<file path="config.mk">
export PLATFORM = sky130hd
export DESIGN_NAME = fc_layer_sequencer
export DESIGN_NICKNAME = d
export VERILOG_FILES = /design/src/rtl/fc_pkg.sv /design/src/rtl/fc_layer_sequencer.sv
export SDC_FILE = /design/constraint.sdc
export NUM_CORES = 1
export LEC_CHECK = 0
export CORE_MARGIN = 2
export CORE_UTILIZATION = 48
export CTS_BUF_LIST = sky130_fd_sc_hd__clkbuf_16
export DETAILED_ROUTE_END_ITERATION = 12
export PLACE_DENSITY = 0.81
export RECOVER_POWER = 25
export SLEW_MARGIN = 20
export SYNTH_ARGS = -nofsm -noshare
export SYNTH_HDL_FRONTEND = slang
export SYNTH_SLANG_ARGS = --single-unit
</file>
<file path="constraint.sdc">
create_clock -name clk -period 3.7 [get_ports clk]
set_input_delay 0.555 -clock clk [delete_from_list [all_inputs] [get_ports clk]]
set_output_delay 0.555 -clock clk [all_outputs]
set_load 0.005 [all_outputs]
</file>
<file path="src/rtl/fc_pkg.sv">
// Shared types and defaults for the fully-connected layer sequencer.
// Holds the FSM state encoding and the window-width helper.
package fc_pkg;

    localparam int SIZE_D      = 16;
    localparam int LAYER_SZ_D  = 10;
    localparam int OUTPUT_SZ_D = 4;

    typedef enum logic [1:0] {
        IDLE,
        LOAD,
        SWEEP,
        DONE
    } state_t;

    // Only meaningful while addr < layer_sz, so the subtraction cannot go negative.
    function automatic int win_count_f(
        input int addr,
        input int layer_sz  = LAYER_SZ_D,
        input int output_sz = OUTPUT_SZ_D
    );
        int rem;
        rem = layer_sz - addr;
        return (rem < output_sz) ? rem : output_sz;
    endfunction

endpackage

</file>
<file path="src/rtl/fc_layer_sequencer.sv">
// Fills the neuron bank from a stream, then sweeps OUTPUT_SZ-wide windows downstream; LAYER_SZ+ceil(LAYER_SZ/OUTPUT_SZ)+2 cycles best case.
// Backpressure: in_valid low stalls the fill, win_ready low holds the current window stable.
module fc_layer_sequencer
    import fc_pkg::*;
#(
    parameter int SIZE      = SIZE_D,
    parameter int LAYER_SZ  = LAYER_SZ_D,
    parameter int OUTPUT_SZ = OUTPUT_SZ_D
) (
    input  logic                             clk,
    input  logic                             rst,
    input  logic                             start,
    input  logic                             in_valid,
    input  logic [SIZE-1:0]                  in_data,
    output logic                             in_ready,
    output logic [SIZE-1:0]                  load_value,
    output logic [SIZE-1:0]                  load_address,
    output logic                             load_enable,
    output logic                             win_valid,
    output logic [$clog2(OUTPUT_SZ+1)-1:0]   win_count,
    output logic                             win_last,
    input  logic                             win_ready,
    output logic                             busy,
    output logic                             done
);

    localparam int               CW        = $clog2(OUTPUT_SZ + 1);
    localparam logic [SIZE-1:0]  LAST_ADDR = SIZE'(LAYER_SZ - 1);
    localparam logic [SIZE-1:0]  ONE       = SIZE'(1);
    localparam logic [SIZE-1:0]  STEP      = SIZE'(OUTPUT_SZ);
    localparam logic [SIZE:0]    STEP_W    = (SIZE+1)'(OUTPUT_SZ);
    localparam logic [SIZE:0]    LAYER_W   = (SIZE+1)'(LAYER_SZ);

    state_t          state;
    state_t          state_nxt;
    logic [SIZE-1:0] addr;
    logic [SIZE-1:0] addr_nxt;
    logic            at_last_win;

    // One extra bit so a window base near the top of the address space cannot wrap.
    assign at_last_win = ({1'b0, addr} + STEP_W) >= LAYER_W;

    always_ff @(posedge clk) begin
        if (rst) begin
            state <= IDLE;
            addr  <= '0;
        end else begin
            state <= state_nxt;
            addr  <= addr_nxt;
        end
    end

    always_comb begin
        state_nxt    = state;
        addr_nxt     = addr;
        in_ready     = 1'b0;
        load_enable  = 1'b0;
        load_address = '0;
        load_value   = '0;
        win_valid    = 1'b0;
        win_count    = '0;
        win_last     = 1'b0;
        busy         = 1'b0;
        done         = 1'b0;

        unique case (state)
            IDLE: begin
                if (start) begin
                    state_nxt = LOAD;
                    addr_nxt  = '0;
                end
            end

            LOAD: begin
                busy         = 1'b1;
                in_ready     = 1'b1;
                load_address = addr;
                load_value   = in_data;
                load_enable  = in_valid;
                if (in_valid) begin
                    if (addr == LAST_ADDR) begin
                        state_nxt = SWEEP;
                        addr_nxt  = '0;
                    end else begin
                        addr_nxt = addr + ONE;
                    end
                end
            end

            SWEEP: begin
                // The bank reads combinationally, so window data is valid alongside win_valid.
                busy         = 1'b1;
                load_address = addr;
                win_valid    = 1'b1;
                win_count    = CW'(win_count_f(int'(addr), LAYER_SZ, OUTPUT_SZ));
                win_last     = at_last_win;
                if (win_ready) begin
                    if (at_last_win) begin
                        state_nxt = DONE;
                    end else begin
                        addr_nxt = addr + STEP;
                    end
                end
            end

            DONE: begin
                done      = 1'b1;
                state_nxt = IDLE;
                addr_nxt  = '0;
            end

            default: begin
                state_nxt = IDLE;
                addr_nxt  = '0;
            end
        endcase
    end

endmodule

</file>
==> results of run 1 <==
==> critical path, delay by kind of cell, from the launching register on <==
| family | cells | cell delay [ps] |
|---|---|---|
| simple gates | 4 | 1110 |
| compound gates | 3 | 710 |
| buf+inv | 1 | 500 |
| flops | 1 | 450 |
==> cell usage in the layout (no fill, tap or decap), types with 6 or more instances in the layout <==
master            n
dfxtp_1          18
ha_1             10
dlygate4sd3_1    11
nand3_1          13
inv_1            11
a31oi_1           8
o21ai_0           7
nor3_1           13
nand2_1          21
and3_1            6
nor2_1           22
clkdlybuf4s50_1  50
xnor2_1           7
buf_4             7
a21oi_1          18
and2_1           32
==> sequential cells by signal (all words and copies together) (netlist names) <==
signal,flops
state,2
addr,16
==> per-stage QoR <==
step	cell area (sq um)	utilization [%]	power (mW)	setup slack, ps	hold WS [ps]
global route	2751	67.81	1.119	5.923	561.0
detailed placement	2673	65.86	0.8367	422.7	528.1
CTS	2751	67.81	1.064	138.0	535.9
floorplan	2063	-	0.5828	1013	508.0
finish	2751	67.81	1.054	120.8	534.4
global placement	2673	65.86	0.8349	473.1	527.9
==> power by group through the flow <==
stage / clock network, mW / registers (mW) / logic [mW]
6_report: 0.225 / 0.220 / 0.608
5_1_grt: 0.236 / 0.223 / 0.660
4_1_cts: 0.228 / 0.221 / 0.616
3_5_place_dp: 0 / 0.225 / 0.612
3_3_place_gp: 0 / 0.224 / 0.611
2_1_floorplan: 0 / 0.219 / 0.364
==> layer usage <==
layer | global-route usage, % | part of all wire (%) | vias to the layer above | wire, microns
met2 | 40.17 | 47 | 105 | 3001
met5 | 0 | 0 | - | 0
met1 | 37.78 | 43 | 1057 | 2720
met3 | 5.087 | 7.8 | 17 | 493
li1 | - | - | 1131 | -
met4 | 9.368 | 2.2 | 0 | 141
==> logic make-up after synthesis <==
| logic type | after synthesis | synth area share (%) |
|---|---|---|
| buffers and inverters | 37 | 7.641 |
| xor gates and xnor gates | 10 | 4.245 |
| AOI/OAI and AO/OA | 72 | 24.99 |
| adders and majority gates | 10 | 6.064 |
| muxes | 2 | 0.9703 |
| DFF | 18 | 17.47 |
| and+or+nand+nor | 141 | 38.63 |
==> final cells by class <==
type                    count  area, sq um  share of cell area (%)
repair buffers             68        663.1                   24.10
clock inverters             1        3.754                  0.1364
multi-input cells         235         1545                   56.16
flip-flops and latches     18        360.3                   13.10
clock buffers               3        75.07                   2.729
inverters                  11        41.29                   1.501
well taps                  50        62.56                   2.274
==> worst max-delay path by stage <==
stage / from / end / slack [ps] / cells after the start
2_1_floorplan: addr[5]$_SDFFE_PP0P_ / win_count[0] / 1010 / 8
3_3_place_gp: addr[6]$_SDFFE_PP0P_ / win_count[0] / 470 / 8
3_5_place_dp: addr[6]$_SDFFE_PP0P_ / win_count[0] / 420 / 8
4_1_cts: addr[6]$_SDFFE_PP0P_ / win_count[0] / 140 / 8
5_1_grt: addr[6]$_SDFFE_PP0P_ / win_count[0] / 6 / 8
6_report: addr[6]$_SDFFE_PP0P_ / win_count[0] / 120 / 8
==> results.yml, run 1 <==
final_layout:
  stdcell_count: 386
  nFillCells: 342
  area_delta_synth_final_pct: 33.35
  antenna_cells: 0
  finalNetCount: 368
  final_layout_size_suffix_gt1_share_pct: 6.548
global_route:
  grt_antenna_before_repair: 0
  overflow: 0
  grt_usage_pct: 26.65
  grt_max_degree: 25
  grt_pass1_vias: 2050
  grt_first_pass_wirelength_mm: 10.43
setup_path:
  required_ps: 3140
  critPathKind: "reg2out"
  r2r_slack_ps: 500
  cpMaxStageDelayCell: "or4_4"
  worstRegToRegCells: 8
  slowest_delay_ps: 560
  rr_endpoint: "addr[5]$_SDFFE_PP0P_"
  cp.arrival_ps: 3020
  cp_max_fo: 12
  startpoint_type: "register"
  crit_chain: "or4_4, a211oi_4, nand3_1, nor3_1, a31oi_1, o31ai_2, and3_1, clkdlybuf4s50_1"
  r2r-start: "addr[3]$_SDFFE_PP0P_"
  cp-end-kind: "primary output"
floorplanning:
  io_pins: 62
  die_h_microns: 69.56
  dieArea_sq_um: 4839
  initial_utilization_pct: 50.85
  fp-row-count: 23
  core-area_sq_um: 4058
  fp.dieW_microns: 69.56
hold_path:
  hp-class: "reg2reg"
  min_from: "state[0]$_SDFFE_PP0P_"
  min_path_cells: 2
  hold_end: "state[0]$_SDFFE_PP0P_"
pwr:
  p_switching_mw: 0.4418
  vdd_drop_max_mv: 0.3677
  powerDensity_nw_per_um2: 383.1
  p_comb_share_pct: 57.7
  switching_share_pct: 41.91
  pwr-share-clk_pct: 21.4
  p_leak_nw: 1.082
  p_seq_share_pct: 20.9
  internal_power_mw: 0.6123
cts:
  clk_path_buf_depth: 2
  cts-root-buf: "clkbuf_16"
  postCtsSetupBuffers: 0
  holdBufCountCts: 0
  path_clk_slew_ps: 60
  cts_tree: "built"
  clk_latency_ps: 250
  cts_max_level: 1
  clock-sinks: 18
  cts_made_buffers: 3
  cts_resized: 0
place:
  port_buffers: 61
  gp_congestion: 0.9568
  dp_hpwl_mm: 4.762
  place_inst: 382
drt:
  ant_nets: 0
  avgRoutedWirePerCell_microns: 16.47
  dr.pass1.iters: 5
  dr_total_vias: 2310
  drc: 0
  drt-total-wl_mm: 6.357
  drt-vias-per-instance: 5.984
  detail_route.iter0.violations: 192
synthesis:
  synth-seq-cells: 18
  syn_inst: 290
  synth_top_cell_by_area: "dfxtp_1"
  synth_area_sq_um: 2063
  yosysMostFrequentCell: "and2_1"
  synth-edff-count: 0
  yosysSeqAreaShare_pct: 17.47
  syn_nets: 321
  yosysTopAreaCellShare_pct: 17.47
  ys_top_cells_by_count: "and2_1, nor2_1, nand2_1"
  avgSynthCellArea_sq_um: 7.115
  async_flop_share_pct: 0
  yosysWarnings: 0
  synth_area_leaders: "dfxtp_1, and2_1, ha_1"
  synthFlopType: "dfxtp_1"
  ys_types: 60
timing:
  slew_violations: 0
  worst_pin_slew_ps: 798.7
  finClkSkew_ps: 1.359
  relSlewSlack_pct: 46.64
  setup_viol: 0
  finalCritPeriodShare_pct: 96.74
  fmax_mhz: 279.4
  finalHoldViolations: 0
  rsz0062_at_grt: "false"
  fin_crit_ps: 3579
  finalSetupTns_ps: 0
run:
  maxCapViolations: 0
outcome:
  outcome: "completed"
No activity file was read; power rests on OpenSTA's default activity.
==> run 2, diff against run 1 <==
--- a/config.mk
+++ b/config.mk
@@ -5,6 +5,7 @@
 export SDC_FILE = /design/constraint.sdc
 export NUM_CORES = 1
 export LEC_CHECK = 0
+export CORE_ASPECT_RATIO = 0.75
 export CORE_MARGIN = 2
 export CORE_UTILIZATION = 48
 export CTS_BUF_LIST = sky130_fd_sc_hd__clkbuf_16
==> results.yml, run 2 (synthesis gave the netlist of run 1 again) <==
drt:
  drt-vias-per-instance: 6.188
  ant_nets: 0
  detail_route.iter0.violations: 238
  drt-total-wl_mm: 6.588
  avgRoutedWirePerCell_microns: 16.94
  dr.pass1.iters: 5
  drc: 0
  dr_total_vias: 2407
pwr:
  design_power_total_mw: 1.064
  vdd_drop_max_mv: 0.4619
  powerDensity_nw_per_um2: 387.6
  p_leak_nw: 1.064
final_layout:
  seq_area_sq_um: 361.6
  area_delta_synth_final_pct: 32.99
  top_register: "addr"
  multiInputGateArea_sq_um: 1545
  final_layout_size_suffix_gt1_share_pct: 6.287
  fin_area_sq_um: 2744
  final_cell_mix: "clkdlybuf4s50_1, and2_1, nor2_1"
  largest_reg_flops: 16
  top_regs: "addr: 16 flops, state: 2 flops"
  stdcell_count: 389
  nFillCells: 359
  final_common_cell: "clkdlybuf4s50_1"
  utilization_pct: 67.27
  finalNetCount: 366
  antenna_cells: 0
floorplanning:
  core-area_sq_um: 4079
  fp.dieW_microns: 79.71
  fp-row-count: 20
  io_pins: 62
  initial_utilization_pct: 50.58
  dieArea_sq_um: 4844
  die_h_microns: 60.78
place:
  gp_congestion: 0.9606
  place_ws_ps: 459.2
  port_buffers: 61
  dp_hpwl_mm: 4.955
  place_inst: 385
  dpl_cell_area_sq_um: 2664
cts:
  holdBufCountCts: 0
  cts_max_level: 1
  cts-root-buf: "clkbuf_16"
  cts_tree: "built"
  clk_latency_ps: 250
  cts_made_buffers: 3
  clock-sinks: 18
  clk_path_buf_depth: 2
  path_clk_slew_ps: 60
setup_path:
  crit_chain: "or4_4, a211oi_4, nand3_1, nor3_1, a31oi_1, o31ai_2, and3_1, clkdlybuf4s50_1"
  cp-startpoint: "addr[6]$_SDFFE_PP0P_"
  r2r-start: "addr[3]$_SDFFE_PP0P_"
  startpoint_type: "register"
  slowest_delay_ps: 560
  cp.arrival_ps: 2960
  cp_max_fo: 12
  cpMaxStageDelayCell: "or4_4"
  crit_family: "simple AND/OR/NAND/NOR gates"
  required_ps: 3140
  cp-end-kind: "primary output"
  crit_buf_inv: 1
  critPathKind: "reg2out"
timing:
  finalHoldViolations: 0
  finalCritPeriodShare_pct: 95.04
  slew_violations: 0
  fmax_mhz: 284.4
  holdWs_ps: 543.6
  fin_crit_ps: 3516
  worst_pin_slew_ps: 724.7
  relSlewSlack_pct: 51.69
  finalSetupTns_ps: 0
  worst_slack_ps: 183.5
  setup_viol: 0
  finClkSkew_ps: 2.690
  rsz0062_at_grt: "false"
global_route:
  grt_first_pass_wirelength_mm: 10.81
  grt_max_degree: 25
  overflow: 0
  grt_usage_pct: 28.59
  grt_antenna_before_repair: 0
  grt_pass1_vias: 2102
outcome:
  outcome: "completed"
hold_path:
  min_from: "state[0]$_SDFFE_PP0P_"
  hp-class: "reg2reg"
run:
  maxCapViolations: 0
-- run 2: worst register-to-register path, stage by stage, from the launching register on --
cell and delay, ps:
dfxtp_1 740, ha_1 300, nand3_1 150, or2_1 310
or3_1 360, a221oi_2 290, a21boi_1 170, buf_4 210
o21ba_1 240, a221o_1 350
-- run 2: final cells by class --
class,count,area share [%]
well taps,55,2.508
flip-flops and latches,18,13.18
clock inverters,1,0.1368
inverters,11,1.505
repair buffers,66,23.62
clock buffers,3,2.736
multi-input cells,235,56.32
-- run 2: repair_timing --
| item | 4_1_cts | 5_1_grt |
|---|---|---|
| gates resized for setup | 0 | 1 |
| setup buffers | 0 | 0 |
| endpoints found under the setup margin | 0 | 2 |
-- run 2: report_power, final --
| group | internal [mW] | switching, mW |
|---|---|---|
| Combinational | 0.262 | 0.352 |
| Clock | 0.144 | 0.0825 |
| Sequential | 0.206 | 0.0169 |
| Total | 0.612 | 0.451 |
-- run 2: per-layer routing --
metal / global-route usage [%] / wire length [microns]
met3: 3.720 / 510
met1: 43.35 / 3089
met2: 44.30 / 2876
met5: 0 / 0
met4: 4.187 / 112
-- run 2: final timing paths --
kind	endpoint	slack, ps	cells after the start
hold / removal	state[0]$_SDFFE_PP0P_	540	2
setup reg to reg	addr[9]$_SDFFE_PP0P_	470	9
hold reg to reg	state[0]$_SDFFE_PP0P_	540	2
setup / recovery	win_count[0]	180	8
==> run 3, diff against run 2 <==
--- a/config.mk
+++ b/config.mk
@@ -7,10 +7,10 @@
 export LEC_CHECK = 0
 export CORE_ASPECT_RATIO = 0.75
 export CORE_MARGIN = 2
-export CORE_UTILIZATION = 48
+export CORE_UTILIZATION = 43
 export CTS_BUF_LIST = sky130_fd_sc_hd__clkbuf_16
 export DETAILED_ROUTE_END_ITERATION = 12
-export PLACE_DENSITY = 0.81
+export PLACE_DENSITY = 0.77
 export RECOVER_POWER = 25
 export SLEW_MARGIN = 20
 export SYNTH_ARGS = -nofsm -noshare
==> constraint.sdc (replaced) <==
create_clock -name clk -period 2.98 [get_ports clk]
set_input_delay 0.447 -clock clk [delete_from_list [all_inputs] [get_ports clk]]
set_output_delay 0.447 -clock clk [all_outputs]
set_load 0.005 [all_outputs]
==> results.yml, run 3 (synthesis gave the netlist of run 1 again) <==
outcome:
  outcome: "complete, but fails checks"
  violations: "setup timing"
floorplanning:
  fp.dieW_microns: 83.99
  io_pins: 62
  core-area_sq_um: 4546
  initial_utilization_pct: 45.39
  die_h_microns: 63.99
  dieArea_sq_um: 5374
  fp-row-count: 21
setup_path:
  crit_end: "win_count[0]"
  crit_family: "compound AO/OA/AOI/OAI gates"
  slowest_delay_ps: 560
  path_depth: 9
  worstRegToRegCells: 7
  r2r_slack_ps: 320
  r2r-start: "addr[15]$_SDFFE_PP0P_"
  startpoint_type: "register"
  crit_buf_inv: 3
  cpMaxStageDelayCell: "or4_4"
  cp-startpoint: "addr[7]$_SDFFE_PP0P_"
  required_ps: 2530
  crit_chain: "or4_4, a211oi_4, buf_4, xor2_1, o211ai_1, o31ai_4, buf_4, and3_4, clkbuf_2"
  critPathMostFrequentCell: "buf_4"
  critPathKind: "reg2out"
  rr_endpoint: "addr[5]$_SDFFE_PP0P_"
  cp.arrival_ps: 2600
  cp-end-kind: "primary output"
  cp_max_fo: 2
cts:
  clk_path_buf_depth: 2
  clk_latency_ps: 250
  cts_tree: "built"
  cts_made_buffers: 3
  clock-sinks: 18
  path_clk_slew_ps: 60
  holdBufCountCts: 0
  cts-root-buf: "clkbuf_16"
  cts_max_level: 1
final_layout:
  largest_reg_flops: 16
  nFillCells: 389
  final_layout_size_suffix_gt1_share_pct: 15.41
  top_register: "addr"
  multiInputGateArea_sq_um: 1607
  final_common_cell: "clkdlybuf4s50_1"
  final_cell_mix: "clkdlybuf4s50_1, and2_1, buf_4"
  seq_area_sq_um: 364.1
  finalNetCount: 389
  stdcell_count: 414
  area_delta_synth_final_pct: 44.03
  antenna_cells: 0
  top_regs: "addr: 16 flops, state: 2 flops"
timing:
  worst_pin_slew_ps: 666.2
  worst_slack_ps: -62.79
  relSlewSlack_pct: 55.59
  setup_viol: 2
  finalHoldViolations: 0
  slew_violations: 0
  finalSetupTns_ps: -79.30
  fmax_mhz: 328.6
  rsz0062_at_grt: "true"
  holdWs_ps: 540.3
  finClkSkew_ps: 5.205
  fin_crit_ps: 3043
  finalCritPeriodShare_pct: 102.1
global_route:
  grt_first_pass_wirelength_mm: 11.38
  grt_max_degree: 24
  overflow: 0
  grt_usage_pct: 25.75
  grt_antenna_before_repair: 0
  grt_pass1_vias: 2327
pwr:
  p_leak_nw: 1.210
  p_switching_mw: 0.5730
  pwr-share-clk_pct: 20.5
  p_seq_share_pct: 19.9
  internal_power_mw: 0.7929
  vdd_drop_max_mv: 0.5519
  p_comb_share_pct: 59.6
  powerDensity_nw_per_um2: 459.7
  switching_share_pct: 41.95
place:
  gp_congestion: 1.006
  place_inst: 405
  place_ws_ps: -81.57
  port_buffers: 61
  dp_hpwl_mm: 5.128
drt:
  detail_route.iter0.violations: 411
  avgRoutedWirePerCell_microns: 17.58
  dr.pass1.iters: 5
  drt-vias-per-instance: 6.114
  dr_total_vias: 2531
  ant_nets: 0
  drc: 0
  drt-total-wl_mm: 7.278
hold_path:
  hp-class: "reg2reg"
run:
  maxCapViolations: 0
-- run 3: per-stage QoR --
stage	total power [mW]	area (sq um)	util, %
detailed placement	1.087	2801	61.63
global placement	1.077	2801	61.63
CTS	1.367	2909	64.00
finish	1.366	2972	65.37
global route	1.446	2972	65.37
floorplan	0.7236	2063	-
-- run 3: area by class of cell --
cell class	instances	area share (%)
inverter	11	1.389
sequential	18	12.25
clock buffer	3	2.526
multi-input combinational	235	54.06
timing repair buffer	89	27.24
tap	57	2.400
clock inverter	1	0.1263
-- run 3: tightest hold or removal path, cell delays in order, from the launching register on --
cell	delay, ps
dfxtp_1	330
nor2_1	100
nor3_1	50
-- run 3: worst min path at each step --
stage / from / to / slack (ps) / cells after the start
2_1_floorplan: state[0]$_SDFFE_PP0P_ / state[0]$_SDFFE_PP0P_ / 510 / 2
3_3_place_gp: state[0]$_SDFFE_PP0P_ / state[0]$_SDFFE_PP0P_ / 530 / 2
3_5_place_dp: state[0]$_SDFFE_PP0P_ / state[0]$_SDFFE_PP0P_ / 550 / 2
4_1_cts: state[0]$_SDFFE_PP0P_ / state[0]$_SDFFE_PP0P_ / 550 / 2
5_1_grt: state[0]$_SDFFE_PP0P_ / state[0]$_SDFFE_PP0P_ / 600 / 2
6_report: state[0]$_SDFFE_PP0P_ / state[0]$_SDFFE_PP0P_ / 540 / 2
-- run 3: power groups by stage --
stage               registers, mW  clock network (mW)  logic, mW
detailed placement          0.278                   0      0.809
CTS                         0.272               0.282      0.813
floorplan                   0.272                   0      0.452
global placement            0.276                   0      0.800
finish                      0.272               0.280      0.814
global route                0.274               0.294      0.878
-- run 3: layer usage --
metal	track usage, %	part of all wire [%]	vias up
met4	4.839	2.0	0
met5	0	0	-
met2	41.30	45	146
li1	-	-	1169
met1	36.30	44	1184
met3	4.910	9.0	32
-- run 3: timing repair --
action                                  4_1_cts  5_1_grt
pin swaps                                     5        8
gates resized for setup                       7       17
endpoints found under the setup margin        3        4
buffers inserted                              1        4
